[src/rtl/max_tree_argmax.sv]
// max_tree_argmax: pipelined argmax tree over N_CH values, one comparison level per register stage.
// Optional MAX_TREE_THRESH_EN adds threshold_i/above_o, carried alongside each sample set.
module max_tree_argmax #(
    parameter int N_CH = 7,
    parameter int WIDTH = 16,
    parameter int SIGNED = 0,
    localparam int IDX_W = N_CH > 1 ? $clog2(N_CH) : 1,
    localparam int LEVELS = IDX_W
) (
    input  logic             clk_i,
    input  logic             reset_ni,
    input  logic             valid_i,
    output logic             ready_o,
    input  logic [WIDTH-1:0] data_i [N_CH-1:0],
    output logic             valid_o,
    input  logic             ready_i,
    output logic [IDX_W-1:0] index_o,
    output logic [WIDTH-1:0] max_o
`ifdef MAX_TREE_THRESH_EN
    ,
    output logic             above_o,
    input  logic [WIDTH-1:0] threshold_i
`endif
);
    function automatic int cnt(input int k);
        int n = N_CH;
        for (int l = 0; l < k; l++) n = (n + 1) / 2;
        return n;
    endfunction

    function automatic logic ge(input logic [WIDTH-1:0] a, input logic [WIDTH-1:0] b);
        return (SIGNED != 0) ? ($signed(a) >= $signed(b)) : (a >= b);
    endfunction

    assign ready_o = ~(valid_o & ~ready_i);

    // stg[0] is the combinational view of the inputs; stg[k] holds tree level k
    for (genvar k = 0; k <= LEVELS; k++) begin : stg
        localparam int N = cnt(k);
        logic [WIDTH-1:0] v [N-1:0];
        logic [IDX_W-1:0] i [N-1:0];
        logic             vld;
        if (k == 0) begin : in
            assign vld = valid_i;
            assign v = data_i;
            for (genvar j = 0; j < N; j++) begin : n
                assign i[j] = IDX_W'(j);
            end
        end else begin : lvl
            localparam int NP = cnt(k - 1);
            always_ff @(posedge clk_i) begin
                if (!reset_ni) vld <= 1'b0;
                else if (ready_o) vld <= stg[k-1].vld;
            end
            for (genvar j = 0; j < N; j++) begin : n
                logic [WIDTH-1:0] wv;
                logic [IDX_W-1:0] wi;
                if (2 * j + 1 < NP) begin : c
                    logic lw;
                    assign lw = ge(stg[k-1].v[2*j], stg[k-1].v[2*j+1]);
                    assign wv = lw ? stg[k-1].v[2*j] : stg[k-1].v[2*j+1];
                    assign wi = lw ? stg[k-1].i[2*j] : stg[k-1].i[2*j+1];
                end else begin : p
                    assign wv = stg[k-1].v[2*j];
                    assign wi = stg[k-1].i[2*j];
                end
                always_ff @(posedge clk_i) begin
                    if (!reset_ni) begin
                        v[j] <= '0;
                        i[j] <= '0;
                    end else if (ready_o) begin
                        v[j] <= wv;
                        i[j] <= wi;
                    end
                end
            end
        end
`ifdef MAX_TREE_THRESH_EN
        if (k < LEVELS) begin : th
            logic [WIDTH-1:0] t;
            if (k == 0) begin : s0
                assign t = threshold_i;
            end else begin : sk
                always_ff @(posedge clk_i) begin
                    if (!reset_ni) t <= '0;
                    else if (ready_o) t <= stg[k-1].th.t;
                end
            end
        end else begin : ab
            always_ff @(posedge clk_i) begin
                if (!reset_ni) above_o <= 1'b0;
                else if (ready_o) above_o <= ge(lvl.n[0].wv, stg[k-1].th.t);
            end
        end
`endif
    end

    assign valid_o = stg[LEVELS].vld;
    assign index_o = stg[LEVELS].i[0];
    assign max_o = stg[LEVELS].v[0];
endmodule
[config.mk]
export PLATFORM = sky130hd
export DESIGN_NAME = max_tree_argmax
export DESIGN_NICKNAME = d
export VERILOG_FILES = /design/src/rtl/max_tree_argmax.sv
export SDC_FILE = /design/constraint.sdc
export NUM_CORES = 1
export LEC_CHECK = 0
export BUFFER_PORTS_ARGS = -buffer_cell sky130_fd_sc_hd__buf_2
export CAP_MARGIN = 20
export CORE_MARGIN = 4
export CORE_UTILIZATION = 35
export CTS_BUF_LIST = sky130_fd_sc_hd__clkbuf_8
export CTS_CLUSTER_SIZE = 20
export DETAILED_ROUTE_END_ITERATION = 7
export PLACE_DENSITY_LB_ADDON = 0.25
export SLEW_MARGIN = 20
export SYNTH_ARGS = -nofsm -noshare
export SYNTH_HDL_FRONTEND = slang
export SYNTH_SLANG_ARGS = --single-unit
export TNS_END_PERCENT = 20
[constraint.sdc]
create_clock -name clk_i -period 7.7 [get_ports clk_i]
set_clock_uncertainty 0.05 [all_clocks]
set_input_delay 1.155 -clock clk_i [delete_from_list [all_inputs] [get_ports clk_i]]
set_output_delay 1.155 -clock clk_i [all_outputs]
set_load 0.05 [all_outputs]
# Yosys cells after proc, flatten, opt, wreduce, memory -nomap -nowiden
# Memory sizes are Yosys's and may differ from the RTL's.
# Index checks and enable logic that the tools add are counted.
# classes
bitwise_logic	15
div	0
n_mux	32
n_mul	0
n_shift	0
n_eq_ne	0
n_lt_le_gt_ge	6
add_sub_neg	0
n_reduce_logical	2
# op_table
cell	n
$mux 16	13
$ge 16x16->1	6
$mux 3	10
$reduce_or 16->1	1
$or 1x1->1	12
$mux 1	9
$reduce_or 3->1	1
$not 1->1	2
$and 1x1->1	1
# word_totals
romBits	0
latch_bits	0
output_inout_bits	21
mem_bits_rw	133
input_bits	116
memories	6
register_bits	3
# mem_list
name	depth	width	rd	rd_ports_with_merged_regs	write_ports	line	source
stg[1].v	4	16	4	0	4	40	logic [WIDTH-1:0] v [N-1:0];
stg[2].v	2	16	2	0	2	40	
stg[3].v	1	16	1	0	1	40	
stg[1].i	4	3	4	0	4	41	logic [IDX_W-1:0] i [N-1:0];
stg[2].i	2	3	2	0	2	41	
stg[3].i	1	3	1	0	1	41	

# Logic depth before layout (Yosys ltp)
# depth
depth_word	7
ltp_mapped	9
depth_no_buf	7

# Least setup slack after synthesis
# Ideal clock, no wire load.
# synth_timing
kind	input to register
from	in ready_i
to	mem stg[1].i[0][0] (netlist bit) (enable)
path_stages	2
path_buffers	0
arrival_ps	3454
setup_time_ps	1085
setup_slack_ps	3111
path_cell_list	nor2b_1 nand2_1
# synth_rtl
element	line	source
start: declaration	16	input logic ready_i,
end: declaration	41	

# Worst setup path in the final report
# layout_timing
from	in ready_i
to	mem stg[3].v[0][7] (data pin)
# layout_between
elab_chain_len	7
# layout_lines
element	line	source
$not 1->1	35	assign ready_o = ~(valid_o & ~ready_i);
$and 1x1->1	35	
$mux 1	71	end else if (ready_o) begin
$mux 1	68	if (!reset_ni) begin
$mux 1 (not written as such)	72	v[j] <= wv;
$reduce_or 16->1 (no line)	-	
$mux 16 (no line)	-	
end: declaration	40	
# Every way passes these cells.

==> impl_metrics.toml <==
[floorplanning]
fp.dieW_um = 163
pin_count = 137
rows = 56
design.core.area_mm2 = 0.0235
start_util_pct = 35.7
dieArea_mm2 = 0.0265
die_height_um = 163

[yosys]
synth.most_common_cell = "nand2_1"
synth-seq-cells = 128
yosysUniqueCellTypes = 40
avgSynthCellArea_um2 = 10.1
yosysWarningCount = 0
synth_nets = 1039
synthFlopType = "edfxtp_1"
synth.area.top_cells = "edfxtp_1, ha_1, mux2i_1, nand2_1, inv_1"
syn_inst = 827
synth_commonest_cells = "nand2_1, edfxtp_1, inv_1"
synthDominantCellAreaShare_pct = 44.5
ys_seq_area_share_pct = 45.4
netlist_area_mm2 = 0.00837
synth_edf_count = 124
async_flop_share_pct = 0
yosys.area.top_type = "edfxtp_1"

[timing]
max_slew_margin_pct = 34.9
period_needed_ps = 3620
drv_slew = 0
max_freq_ghz = 0.276
worst_pin_slew_ps = 976
rsz0062_at_grt = "false"
hold_violations = 0
fin_setup_tns_ps = 0
fin_crit_sh_pct = 47.0
setup_viol = 0

[grt]
gr-usage-all-layers_pct = 13.6
antenna_found_initial = 0
grt_pass1_vias = 5734
grt_max_degree = 109
grt_overflow = 0
grt_pass1_wl_um = 28500

[clock_tree]
cts_sinks = 128
holdBufCountCts = 0
cts_setup_buffers = 0
ctsResizeCount = 0
root_buffer = "clkbuf_8"
clockBufferDepth = 2
cts_buffers = 17
clkTransAtPathRegs_ps = 70
cts_tree = "built"
htreeDepth = 4
clock_latency_ps = 440

[placement]
dp_hpwl_um = 14100
portBuffers = 136
globalplace.congestion = 0.824
placed_area_mm2 = 0.00928

[detailed_routing]
routed_wl_um = 18100
post-route-drc-count = 0
drt_iter0_drc = 282
firstDrtPassIters = 5
via_per_inst = 4.61
ant_nets = 0
detail_route.wl_per_cell_um = 14.1
routed-via-count = 5913

[final_layout]
diodes = 0
seqCellArea_mm2 = 0.00380
area_delta_synth_final_pct = 16.1
n_fill_cell = 2336
design_area_mm2 = 0.00972
fin_nets = 1162
multi_input_area_mm2 = 0.00397
drive_above_1_share_pct = 18.7

[worst_setup_path]
cp_max_fo = 108
cp_cell_sequence = "buf_2 -> nor2b_1 -> inv_1 -> and2_4 -> buf_4 -> nand2_1 -> mux2i_1"
worstPathBufferInverterCount = 3
end_kind = "register"
start_kind = "primary input"
crit_slowest_cell = "buf_4"
critPathArrivalTime_ps = 3840
cp_slowest_stage_delay_ps = 880
critical_path_class = "primary input to register"
crit_family = "buffers and inverters"
crit_required_ps = 7920

[job]
max_cap_viol_count = 0

[pwr]
p_per_area_mw_per_mm2 = 215
power_leakage_nw = 4.85
max-vdd-ir-drop_v = 0.0000942
p_total_mw = 2.09

[outcome]
outcome = "finished, final reports clean"

[worst_hold_path]
hold_path_class = "register to register"
[placed cells by master (no fill, tap or decap), types with 11 or more instances in the layout]
| master | count |
|---|---|
| a21o_1 | 11 |
| a21oi_1 | 27 |
| and3_1 | 20 |
| buf_2 | 136 |
| clkbuf_8 | 17 |
| edfxtp_1 | 124 |
| ha_1 | 96 |
| inv_1 | 105 |
| mux2i_1 | 100 |
| nand2_1 | 219 |
| o21ai_0 | 13 |
[cell type report]
type | instances | share of cell area, %
Tap cell | 319 | 4.11
Multi-Input combinational cell | 558 | 40.8
Clock buffer | 17 | 2.41
Sequential cell | 128 | 39.1
Inverter | 102 | 3.94
Clock inverter | 15 | 2.07
Timing Repair Buffer | 143 | 7.54
[cell families after synthesis]
| group | synth area share [%] |
|---|---|
| AOI/OAI and AO/OA | 5.89 |
| adders and majority gates | 14.3 |
| buffers and inverters | 7.62 |
| DFF | 45.4 |
| muxes | 12.0 |
| and+or+nand+nor | 14.8 |
[sequential cells by signal (all words and copies together) (netlist names)]
register / flops
stg.v: 112
valid_o: 1
stg.vld: 2
stg.i: 13
[worst paths after layout]
path | start | endpoint | slack (ps) | cells past startpoint
min reg2reg | stg[2].vld | stg[2].vld | 420 | 2
min | stg[2].vld | stg[2].vld | 420 | 2
max reg2reg | valid_o | stg[3].v[0][7] | 4470 | 6
max | ready_i | stg[3].v[0][7] | 4080 | 7
[worst min-delay path, delay by kind of cell (launching register included)]
family / cells / cell delay (ps)
DFF: 1 / 310
AOI/OAI and AO/OA: 1 / 60
and+or+nand+nor: 1 / 50
[where the power goes]
part | total [mW] | internal, mW | leakage, nW | switching, mW
Clock | 0.634 | 0.378 | 0.220 | 0.257
Sequential | 0.916 | 0.862 | 1.49 | 0.0542
Combinational | 0.542 | 0.223 | 3.15 | 0.320
Total | 2.09 | 1.46 | 4.85 | 0.631
[stage by stage]
step,cells,hold slack [ps],setup WS [ps],util [%]
2_1_floorplan,827,391,3110,-
3_3_place_gp,1250,416,3710,39.6
3_5_place_dp,1250,416,3640,39.6
4_1_cts,1282,428,4120,41.4
5_1_grt,1282,466,3770,41.4
6_report,1282,422,4080,41.4
[per-layer routing]
metal / vias up / global-route usage (%) / wire length [um]
met5: - / 0 / 0
met4: 0 / 4.04 / 289
met3: 19 / 3.09 / 744
met2: 104 / 22.1 / 8360
met1: 2686 / 18.4 / 8710
li1: 3104 / - / -
(Power assumes the default switching activity.)
